**config.mk**
```make
export PLATFORM = sky130hd
export DESIGN_NAME = pc_fetch_control
export DESIGN_NICKNAME = d
export VERILOG_FILES = /design/src/rtl/pc_fetch_control_pkg.sv /design/src/rtl/pc_fetch_control_flush_counter.sv /design/src/rtl/pc_fetch_control_sreg.sv /design/src/rtl/pc_fetch_control.sv
export SDC_FILE = /design/constraint.sdc
export NUM_CORES = 1
export LEC_CHECK = 0
export CAP_MARGIN = 20
export CORE_AREA = 2 2 71 56
export DETAILED_ROUTE_END_ITERATION = 7
export DIE_AREA = 0 0 73 58
export PLACE_DENSITY = 0.83
export SYNTH_ARGS = -nofsm -noshare
export SYNTH_HDL_FRONTEND = slang
export SYNTH_SLANG_ARGS = --single-unit
```
**constraint.sdc**
```tcl
create_clock -name i_clk -period 4.4 [get_ports i_clk]
set_input_delay 0.44 -clock i_clk [delete_from_list [all_inputs] [get_ports i_clk]]
set_output_delay 0.44 -clock i_clk [all_outputs]
set_load 0.02 [all_outputs]
```
**src/rtl/pc_fetch_control_pkg.sv**
```systemverilog
// Shared fetch-side definitions for the 16-bit pipelined core.
//   PC_WIDTH_DEF  : default PC / target width
//   PC_INCR       : sequential fetch step in bytes
//   FLUSH_CNT_W   : width of the redirect flush down-counter
//   fetch_state_t : RUN / FLUSH / HALTED sequencer states
package pc_fetch_control_pkg;

    localparam int PC_WIDTH_DEF = 16;
    localparam int PC_INCR      = 2;
    localparam int FLUSH_CNT_W  = 3;

    typedef enum logic [1:0] {
        ST_RUN    = 2'd0,
        ST_FLUSH  = 2'd1,
        ST_HALTED = 2'd2
    } fetch_state_t;

endpackage

```
**src/rtl/pc_fetch_control_flush_counter.sv**
```systemverilog
// Loadable 3-bit down-counter that times the post-redirect flush window.
//   i_clk      : clock
//   i_rst      : synchronous reset, clears the count
//   i_load     : load i_load_val (takes priority over decrement)
//   i_load_val : reload value
//   o_count    : current count
//   o_nonzero  : count != 0
module pc_fetch_control_flush_counter
    import pc_fetch_control_pkg::*;
(
    input  logic                   i_clk,
    input  logic                   i_rst,
    input  logic                   i_load,
    input  logic [FLUSH_CNT_W-1:0] i_load_val,
    output logic [FLUSH_CNT_W-1:0] o_count,
    output logic                   o_nonzero
);

    logic [FLUSH_CNT_W-1:0] r_count;
    logic                   w_nonzero;

    assign w_nonzero = (r_count != '0);

    // Reload replaces any remaining count rather than adding to it; the
    // countdown keeps running regardless of stall.
    always_ff @(posedge i_clk) begin
        if (i_rst) begin
            r_count <= '0;
        end else if (i_load) begin
            r_count <= i_load_val;
        end else if (w_nonzero) begin
            r_count <= r_count - 1'b1;
        end
    end

    assign o_count   = r_count;
    assign o_nonzero = w_nonzero;

endmodule

```
**src/rtl/pc_fetch_control_sreg.sv**
```systemverilog
// Generic register cell with synchronous active-high reset and load enable.
//   i_clk : clock
//   i_rst : synchronous reset, loads RST_VAL
//   i_en  : load enable
//   i_d   : next value
//   o_q   : registered value
module pc_fetch_control_sreg #(
    parameter int             W       = 1,
    parameter logic [W-1:0]   RST_VAL = '0
) (
    input  logic         i_clk,
    input  logic         i_rst,
    input  logic         i_en,
    input  logic [W-1:0] i_d,
    output logic [W-1:0] o_q
);

    logic [W-1:0] r_q;

    always_ff @(posedge i_clk) begin
        if (i_rst) begin
            r_q <= RST_VAL;
        end else if (i_en) begin
            r_q <= i_d;
        end
    end

    assign o_q = r_q;

endmodule

```
**src/rtl/pc_fetch_control.sv**
```systemverilog
// Fetch-side program-counter sequencer. Owns the architectural PC, the
// sticky halt and misalign flags, and the multi-cycle flush after a redirect.
//   i_clk, i_rst         : clock, synchronous active-high reset
//   i_branch_taken       : resolved branch decision
//   i_branch_target      : branch destination
//   i_jump, i_jump_target: unconditional jump and destination (wins over branch)
//   i_stall              : hold sequential advance
//   i_imem_ready         : instruction word at o_pc available this cycle
//   i_halt               : HALT decoded from the word at o_pc
//   o_pc, o_pc_plus2     : fetch address and its sequential successor
//   o_fetch_valid        : fetched word valid for decode
//   o_flush              : squash younger stages
//   o_halted, o_misalign : sticky status flags
module pc_fetch_control
    import pc_fetch_control_pkg::*;
#(
    parameter int               WIDTH        = PC_WIDTH_DEF,
    parameter logic [WIDTH-1:0] RESET_PC     = '0,
    parameter int               FLUSH_CYCLES = 2
) (
    input  logic             i_clk,
    input  logic             i_rst,
    input  logic             i_branch_taken,
    input  logic [WIDTH-1:0] i_branch_target,
    input  logic             i_jump,
    input  logic [WIDTH-1:0] i_jump_target,
    input  logic             i_stall,
    input  logic             i_imem_ready,
    input  logic             i_halt,
    output logic [WIDTH-1:0] o_pc,
    output logic [WIDTH-1:0] o_pc_plus2,
    output logic             o_fetch_valid,
    output logic             o_flush,
    output logic             o_halted,
    output logic             o_misalign
);

    fetch_state_t r_state;
    fetch_state_t w_state_next;

    logic [WIDTH-1:0]       w_pc;
    logic [WIDTH-1:0]       w_pc_next;
    logic [WIDTH-1:0]       w_pc_plus2;
    logic [WIDTH-1:0]       w_target;
    logic                   w_in_halted;
    logic                   w_redirect;
    logic                   w_halt_take;
    logic                   w_hold;
    logic                   w_flush;
    logic                   w_cnt_nz;
    logic [FLUSH_CNT_W-1:0] w_cnt;
    logic                   w_halted;
    logic                   w_misalign;

    assign w_in_halted = (r_state == ST_HALTED);
    assign w_pc_plus2  = w_pc + WIDTH'(PC_INCR);
    assign w_target    = i_jump ? i_jump_target : i_branch_target;

    // Once halted, every control input is ignored until reset.
    assign w_redirect  = (i_jump | i_branch_taken) & ~w_in_halted;
    assign w_flush     = w_cnt_nz & ~w_in_halted;
    // A HALT seen while flushing came from a wrong-path word.
    assign w_halt_take = i_halt & ~w_flush & i_imem_ready & ~w_in_halted & ~w_redirect;
    assign w_hold      = i_stall | ~i_imem_ready;

    always_comb begin
        w_pc_next = w_pc;
        if (w_redirect) begin
            w_pc_next = {w_target[WIDTH-1:1], 1'b0};
        end else if (w_halt_take || w_hold || w_in_halted) begin
            w_pc_next = w_pc;
        end else begin
            w_pc_next = w_pc_plus2;
        end
    end

    pc_fetch_control_sreg #(.W(WIDTH), .RST_VAL(RESET_PC)) u_pc_reg (
        .i_clk (i_clk),
        .i_rst (i_rst),
        .i_en  (1'b1),
        .i_d   (w_pc_next),
        .o_q   (w_pc)
    );

    pc_fetch_control_sreg #(.W(1), .RST_VAL(1'b0)) u_halted_reg (
        .i_clk (i_clk),
        .i_rst (i_rst),
        .i_en  (w_halt_take),
        .i_d   (1'b1),
        .o_q   (w_halted)
    );

    pc_fetch_control_sreg #(.W(1), .RST_VAL(1'b0)) u_misalign_reg (
        .i_clk (i_clk),
        .i_rst (i_rst),
        .i_en  (w_redirect & w_target[0]),
        .i_d   (1'b1),
        .o_q   (w_misalign)
    );

    pc_fetch_control_flush_counter u_flush_cnt (
        .i_clk      (i_clk),
        .i_rst      (i_rst),
        .i_load     (w_redirect),
        .i_load_val (FLUSH_CNT_W'(FLUSH_CYCLES)),
        .o_count    (w_cnt),
        .o_nonzero  (w_cnt_nz)
    );

    always_ff @(posedge i_clk) begin
        if (i_rst) begin
            r_state <= ST_RUN;
        end else begin
            r_state <= w_state_next;
        end
    end

    // FLUSH mirrors "counter will be nonzero next cycle": a count of 1
    // decrements to 0, so the state returns to RUN on that edge.
    always_comb begin
        w_state_next = r_state;
        case (r_state)
            ST_HALTED: w_state_next = ST_HALTED;
            default: begin
                if (w_redirect) begin
                    w_state_next = ST_FLUSH;
                end else if (w_halt_take) begin
                    w_state_next = ST_HALTED;
                end else if (w_cnt > FLUSH_CNT_W'(1)) begin
                    w_state_next = ST_FLUSH;
                end else begin
                    w_state_next = ST_RUN;
                end
            end
        endcase
    end

    assign o_pc          = w_pc;
    assign o_pc_plus2    = w_pc_plus2;
    assign o_fetch_valid = i_imem_ready & ~i_stall & ~w_in_halted;
    assign o_flush       = w_flush;
    assign o_halted      = w_halted;
    assign o_misalign    = w_misalign;

endmodule

```
==> metrics, run 1 <==
clk_lat worst skew=between 200 and 300 ps; Initial DRC Count=between 100 and 150; Post-CTS Hold Buffers=0; drt first pass iters=4; IO buf count=between 70 and 80; sw power=about 180 µW; clk_skew=11.3 ps; first-pass GRT wire length=about 6400 µm; CTS resizes=0; clk sink count=22; Max Fanout on Critical Path=7; Via Count=around 1600; f_max=roughly 300 MHz; root buffer cell=clkbuf_8; dpl hpwl=3040 µm; kind of critical path=reg -> out; core region area=between 0.003 and 0.004 mm²; pre-CTS WS=~1400 ps; GP Congestion=between 0.7 and 0.8; Cells on Worst Hold Path=2; reg2reg path depth=5; Critical Path End Type=output port; Cell Rows=19; Syn-to-layout area delta=57.3%; Clock power frac=30.2%; vias in the first global route=1400; Antenna diodes=0; fin crit share=between 70% and 80%; Yosys reg bits=22; H-Tree Depth=1; Net Sw Frac=29.3%; outcome=finished clean; Post-Route WL=approximately 4100 µm; DR vias/cell=around 5.5; Worst-Margin Slew=about 860 ps; initial antenna violation count=0; synth warn=0; CP Data Required Time=3960 ps; Final Max Tran Viols=0; final setup fails=0; final hold vios=0; unrepaired setup endpoints after global routing=no; total gr overflow=0; NumNets Final=around 290; layout cell share with drive strength beyond 1=a little over 6%; max_slew headroom=a little over two fifths; fin crit period=between 3000 and 4000 ps; All-Layer GR Usage=around a fifth; Die Span Y=a little under 60 µm; Max Cap Viol=0; hold crit path type=reg -> reg; CTS clk-pin slew, worst paths=about 90 ps; post-synthesis instance total=around 180; Setup Fix Bufs, Post-CTS=0; sequential cell fraction of total power=a little under two fifths; Final TNS setup=0 ps; Initial Utilization=around 41%; Static Leakage=just under 0.8 nW; Worst EP arrival=approximately 2800 ps; remaining antenna violation count=0; VDD IR-drop max=~0.16 mV; Cell Area, Synth=0.00145 mm²; Top Ports=75; drt drc=0; Comb pwr share=32.3%; TritonCTS Buffers=3; die width=73 µm; PD cells=about 280 mW/mm²; pin count of the biggest net entering global routing=28; Worst Setup Start Kind=flop; CTS tree=done; Pint=roughly 440 µW; Yosys cell types=40; Synth Area per Inst=slightly above 8 µm²; CTS Buffer Depth=2; fin worst setup slack=between 1000 and 1500 ps; die footprint=around 0.0042 mm²; WL per Instance=approximately 14 µm; Seq/Total Area, Yosys=a little under a third
metal layers:
layer	routed length, µm	track usage, %	part of all wire [%]
met5	0	0	0
met4	11	1.59	0.27
met3	305	5.74	7.4
met2	1790	29.7	44
met1	2000	26.7	49
synth_stat cells:
| master | n | share of area [%] |
|---|---|---|
| dfxtp_1 | 22 | 30 |
| a211oi_1 | 14 | 7.2 |
| xnor2_1 | 13 | 7.8 |
| nand2_1 | 10 | 2.6 |
| nor2_1 | 10 | 2.6 |
| nor2b_1 | 10 | 4.3 |
| clkbuf_1 | 9 | 2.3 |
| a21oi_1 | 7 | 2.4 |
| mux2i_1 | 6 | 4.1 |
| nand3_1 | 6 | 2.1 |
| nand4_1 | 6 | 2.6 |
| a311oi_1 | 5 | 3.0 |
| nor4_1 | 5 | 2.2 |
| a211o_1 | 4 | 2.4 |
| and3_1 | 4 | 1.7 |
| nor3_1 | 4 | 1.4 |
| or3_1 | 4 | 1.7 |
| xor2_1 | 4 | 2.4 |
| inv_1 | 3 | 0.78 |
| nor4b_1 | 3 | 1.8 |
| o21ai_0 | 3 | 1.0 |
| a31oi_1 | 2 | 0.86 |
| buf_4 | 2 | 1.0 |
| nand2b_1 | 2 | 0.86 |
| o31ai_1 | 2 | 1.0 |
| or2_2 | 2 | 0.86 |
| or4_1 | 2 | 1.0 |
| a21o_1 | 1 | 0.52 |
| a311o_1 | 1 | 0.69 |
| a41oi_1 | 1 | 0.60 |
| and4_2 | 1 | 0.69 |
| buf_1 | 1 | 0.26 |
| clkbuf_2 | 1 | 0.34 |
| conb_1 | 1 | 0.26 |
| ha_1 | 1 | 0.86 |
| mux2_2 | 1 | 0.78 |
| nand3_2 | 1 | 0.69 |
| o211a_1 | 1 | 0.69 |
| o21ai_1 | 1 | 0.34 |
| or4_4 | 1 | 0.78 |
sequential cells by signal, indices dropped and copies added, names as in the netlist:
name                 cells
u_flush_cnt.o_count      3
u_pc_reg.o_q            15
r_state                  2
u_halted_reg.o_q         1
u_misalign_reg.o_q       1
stage by stage:
stage / utilization (%) / total power, mW / instances / hold WS (ps) / instance area [µm²]
floorplan: - / 0.338 / 178 / 472 / 1460
global placement: 62.1 / 0.438 / 282 / 449 / 2200
detailed placement: 62.1 / 0.441 / 282 / 463 / 2200
CTS: 64.1 / 0.629 / 286 / 485 / 2270
global route: 64.5 / 0.656 / 287 / 512 / 2280
finish: 64.5 / 0.629 / 287 / 477 / 2280
critical path: stages, from the launching register on:
cell	delay (ps)
dfxtp_1	470
ha_1	260
nand3_2	160
or4_4	610
or2_2	300
xnor2_1	140
clkdlybuf4s50_1	630
logic make-up after synthesis:
family | count (synthesis) | share of synthesized area, %
other | 1 | 0.258
AO/OA/AOI/OAI | 42 | 20.8
multiplexers | 7 | 4.91
AND/OR/NAND/NOR | 71 | 27.8
adder cells (fa/ha/maj) | 1 | 0.861
flip-flops | 22 | 30.3
buffers and inverters | 16 | 4.74
XOR/XNOR | 17 | 10.2
layout make-up:
cell class | count | area [µm²]
clock inverters | 1 | 30.0
well taps | 42 | 52.6
clock buffers | 3 | 41.3
inverters | 3 | 11.3
fillers | 309 | 1260
repair buffers | 76 | 758
multi-input cells | 140 | 951
flip-flops and latches | 22 | 440
power by group through the flow:
stage	clock [mW]	sequential, mW	combinational, mW
final	0.190	0.236	0.203
after global routing	0.200	0.240	0.216
after CTS	0.191	0.236	0.202
after detailed placement	0	0.240	0.201
after global placement	0	0.239	0.199
after floorplan	0	0.252	0.0859
layout by cell type, fill, tap and decap left out, types with 2 or more instances in the layout:
master and count:
buf_4 3, nor2_1 10, xnor2_1 13, xor2_1 4, a31oi_1 2, nor2b_1 10
nand4_1 6, nand2b_1 2, a21oi_1 7, a311oi_1 5, dfxtp_1 22, a211oi_1 14
a211o_1 4, nand3_1 6, nand2_1 10, mux2i_1 6, nor4_1 5, and3_1 4
or4_1 2, inv_1 3, nor4b_1 3, nor3_1 4, clkdlybuf4s50_1 72, o21ai_0 3
o31ai_1 2, clkbuf_8 3, or2_2 2, or3_1 4, conb_1 2
worst paths after layout:
check	to	slack (ps)	startpoint
worst min-delay path	u_misalign_reg.o_q$_SDFFE_PP0P_	480	u_misalign_reg.o_q$_SDFFE_PP0P_
worst max register to register	u_pc_reg.o_q[13]$_SDFFE_PP0P_	2090	u_pc_reg.o_q[1]$_SDFFE_PP0P_
worst max-delay path	o_pc_plus2[13]	1120	u_pc_reg.o_q[1]$_SDFFE_PP0P_
worst min register to register	u_misalign_reg.o_q$_SDFFE_PP0P_	480	u_misalign_reg.o_q$_SDFFE_PP0P_
Power figures use the tool's default switching activity.
==> inputs of run 2 (changes only) <==
- CORE_AREA: 2 2 71 56 -> 2 2 77 61
- DIE_AREA: 0 0 73 58 -> 0 0 79 63
- PLACE_DENSITY: 0.83 -> 0.74
- clock period: 4.4 -> 2.8 ns (I/O delays scaled with it)
==> run 2 against run 1 <==
Die area grew 18%; flip-flop and latch count is the same; first-iteration DRC count down 55%; largest power group unchanged; clock-buffer cell count did not move; via count up 1.9%; combinational power is 67% higher; routed wire length rose by 6.5%; critical path depth unchanged; register-to-register slack lost 1400 ps; critical path type unchanged; sequential power rose by 54%; clock skew decreased by 6.8 ps; hold slack improved by 3.9 ps; critical endpoint unchanged.
==> metrics, run 2 (synthesis gave the netlist of run 1 again) <==
Max Cap Viol=0 (unchanged); FILL cells=421 (+36%); outcome=finished clean; hold crit path type=reg -> reg; Post-Route WL=4380 µm (+6.5%); Post-Place Cells=308 (+9.2%); Critical Path End Type=output port; GP Congestion=0.776 (+1.5%); NumNets Final=296 (+3.5%); root buffer cell=clkbuf_8; die footprint=0.00498 mm² (+18%); Post-CTS Hold Buffers=0 (unchanged); initial antenna violation count=0 (unchanged); Worst Setup Start Kind=flop; DR vias/cell=5.20 (-6.3%); core region area=0.00426 mm² (+20%); Top Ports=75 (unchanged); CTS resizes=2 (+2); CP Data Required Time=2520 ps (-1440 ps); CTS tree=done; clk sink count=22 (unchanged); Static Leakage=0.848 nW (+7.0%); Max Fanout on Critical Path=6 (-1); most common cell after layout, fill and taps aside=clkdlybuf4s50_1; TritonCTS Buffers=3 (unchanged); Worst-Margin Slew=835 ps (-29.6 ps); remaining antenna violation count=0 (unchanged); Final Max Tran Viols=0 (unchanged); first-pass GRT wire length=7130 µm (+12%); Syn-to-layout area delta=63.0%; max FFs per register=15 (unchanged); unrepaired setup endpoints after global routing=no; final hold vios=0 (unchanged); Initial DRC Count=62 (-55%); VDD IR-drop max=0.199 mV (+22%); fin worst setup slack=148 ps (-976 ps); max_slew headroom=44.1% (+2.0 points); final setup fails=0 (unchanged); total gr overflow=0 (unchanged); clk_lat worst skew=270 ps (about the same); Initial Utilization=34.1% (-6.9 points); clk_skew=4.55 ps (-6.77 ps); PD cells=421 mW/mm² (+53%); dpl hpwl=3250 µm (+7.1%); CTS Buffer Depth=2 (unchanged); Setup Fix Bufs, Post-CTS=0 (unchanged); fin crit share=94.7%; Cell Rows=21 (+2); Worst EP arrival=2370 ps (-470 ps); All-Layer GR Usage=17.8% (-1.1 points); CTS clk-pin slew, worst paths=80 ps (about the same); Antenna diodes=0 (unchanged); commonest non-fill, non-tap cells in the layout=clkdlybuf4s50_1, dfxtp_1, a211oi_1, buf_4, xnor2_1; drt drc=0 (unchanged); f_max=approximately 380 MHz; Die Span Y=63 µm (+8.6%); fin crit period=between 2000 and 3000 ps; kind of critical path=reg -> out; WL per Instance=14.0 µm (-2.0%); die width=79 µm (+8.2%); Final TNS setup=0 ps (unchanged); IO buf count=72 (unchanged); pre-CTS WS=147 ps (-1280 ps); drt first pass iters=4 (unchanged); non-filler instance count after layout=312 (+8.7%); pin count of the biggest net entering global routing=27 (-3.6%); vias in the first global route=1512 (+8.0%); H-Tree Depth=1 (unchanged); layout cell share with drive strength beyond 1=9.80% (+3.7 points); Final Total Pwr=997 µW (+58%); Via Count=1621 (+1.9%)
==> run 2: changes by cell type in the layout (fill, tap and decap cells not counted) <==
cell,change
buf_8,-1
dlygate4sd2_1,+2
buf_4,+11
clkdlybuf4s50_1,-2
==> run 2: metal layers <==
metal  GRT usage, %  up-vias  wire length [µm]
li1               -      822                 -
met5              0        -                 0
met3           6.07        6               425
met2           27.5       62              1920
met1           24.3      731              1990
met4           3.23        0                36
==> run 2: cell type report <==
type	count	area [µm²]	area share [%]
timing repair buffer	86	823	34.8
clock inverter	1	30.0	1.27
clock buffer	3	41.3	1.74
sequential	22	440	18.6
inverter	3	11.3	0.475
tap	57	71.3	3.01
multi-input combinational	140	951	40.1
==> run 2: path summary, 6_finish.rpt <==
| path | from | to | slack, ps | cells after the start |
|---|---|---|---|---|
| setup / recovery | u_pc_reg.o_q[1]$_SDFFE_PP0P_ | o_pc_plus2[13] | 150 | 6 |
| hold reg to reg | u_misalign_reg.o_q$_SDFFE_PP0P_ | u_misalign_reg.o_q$_SDFFE_PP0P_ | 480 | 2 |
| setup reg to reg | u_pc_reg.o_q[1]$_SDFFE_PP0P_ | u_pc_reg.o_q[13]$_SDFFE_PP0P_ | 640 | 5 |
| hold / removal | u_misalign_reg.o_q$_SDFFE_PP0P_ | u_misalign_reg.o_q$_SDFFE_PP0P_ | 480 | 2 |
==> run 2: through the flow <==
step                      hold slack (ps)  cell area, µm²  utilization (%)
final                                 481            2370             55.6
after global routing                  512            2370             55.6
after CTS                             485            2370             55.6
after detailed placement              462            2300             54.0
after global placement                457            2300             54.0
after floorplan                       432            1460                -
==> run 2: where the power goes <==
part / leakage (nW) / internal (mW) / switching [mW]
logic: 0.630 / 0.178 / 0.159
registers: 0.182 / 0.336 / 0.0261
clock network: 0.0357 / 0.191 / 0.106
total: 0.848 / 0.706 / 0.291
==> run 2: worst max-delay path: stages (launching register included) <==
cell	delay, ps
dfxtp_1	350
ha_1	230
nand3_2	160
or4_4	600
or2_2	300
xnor2_1	120
dlygate4sd2_1	340
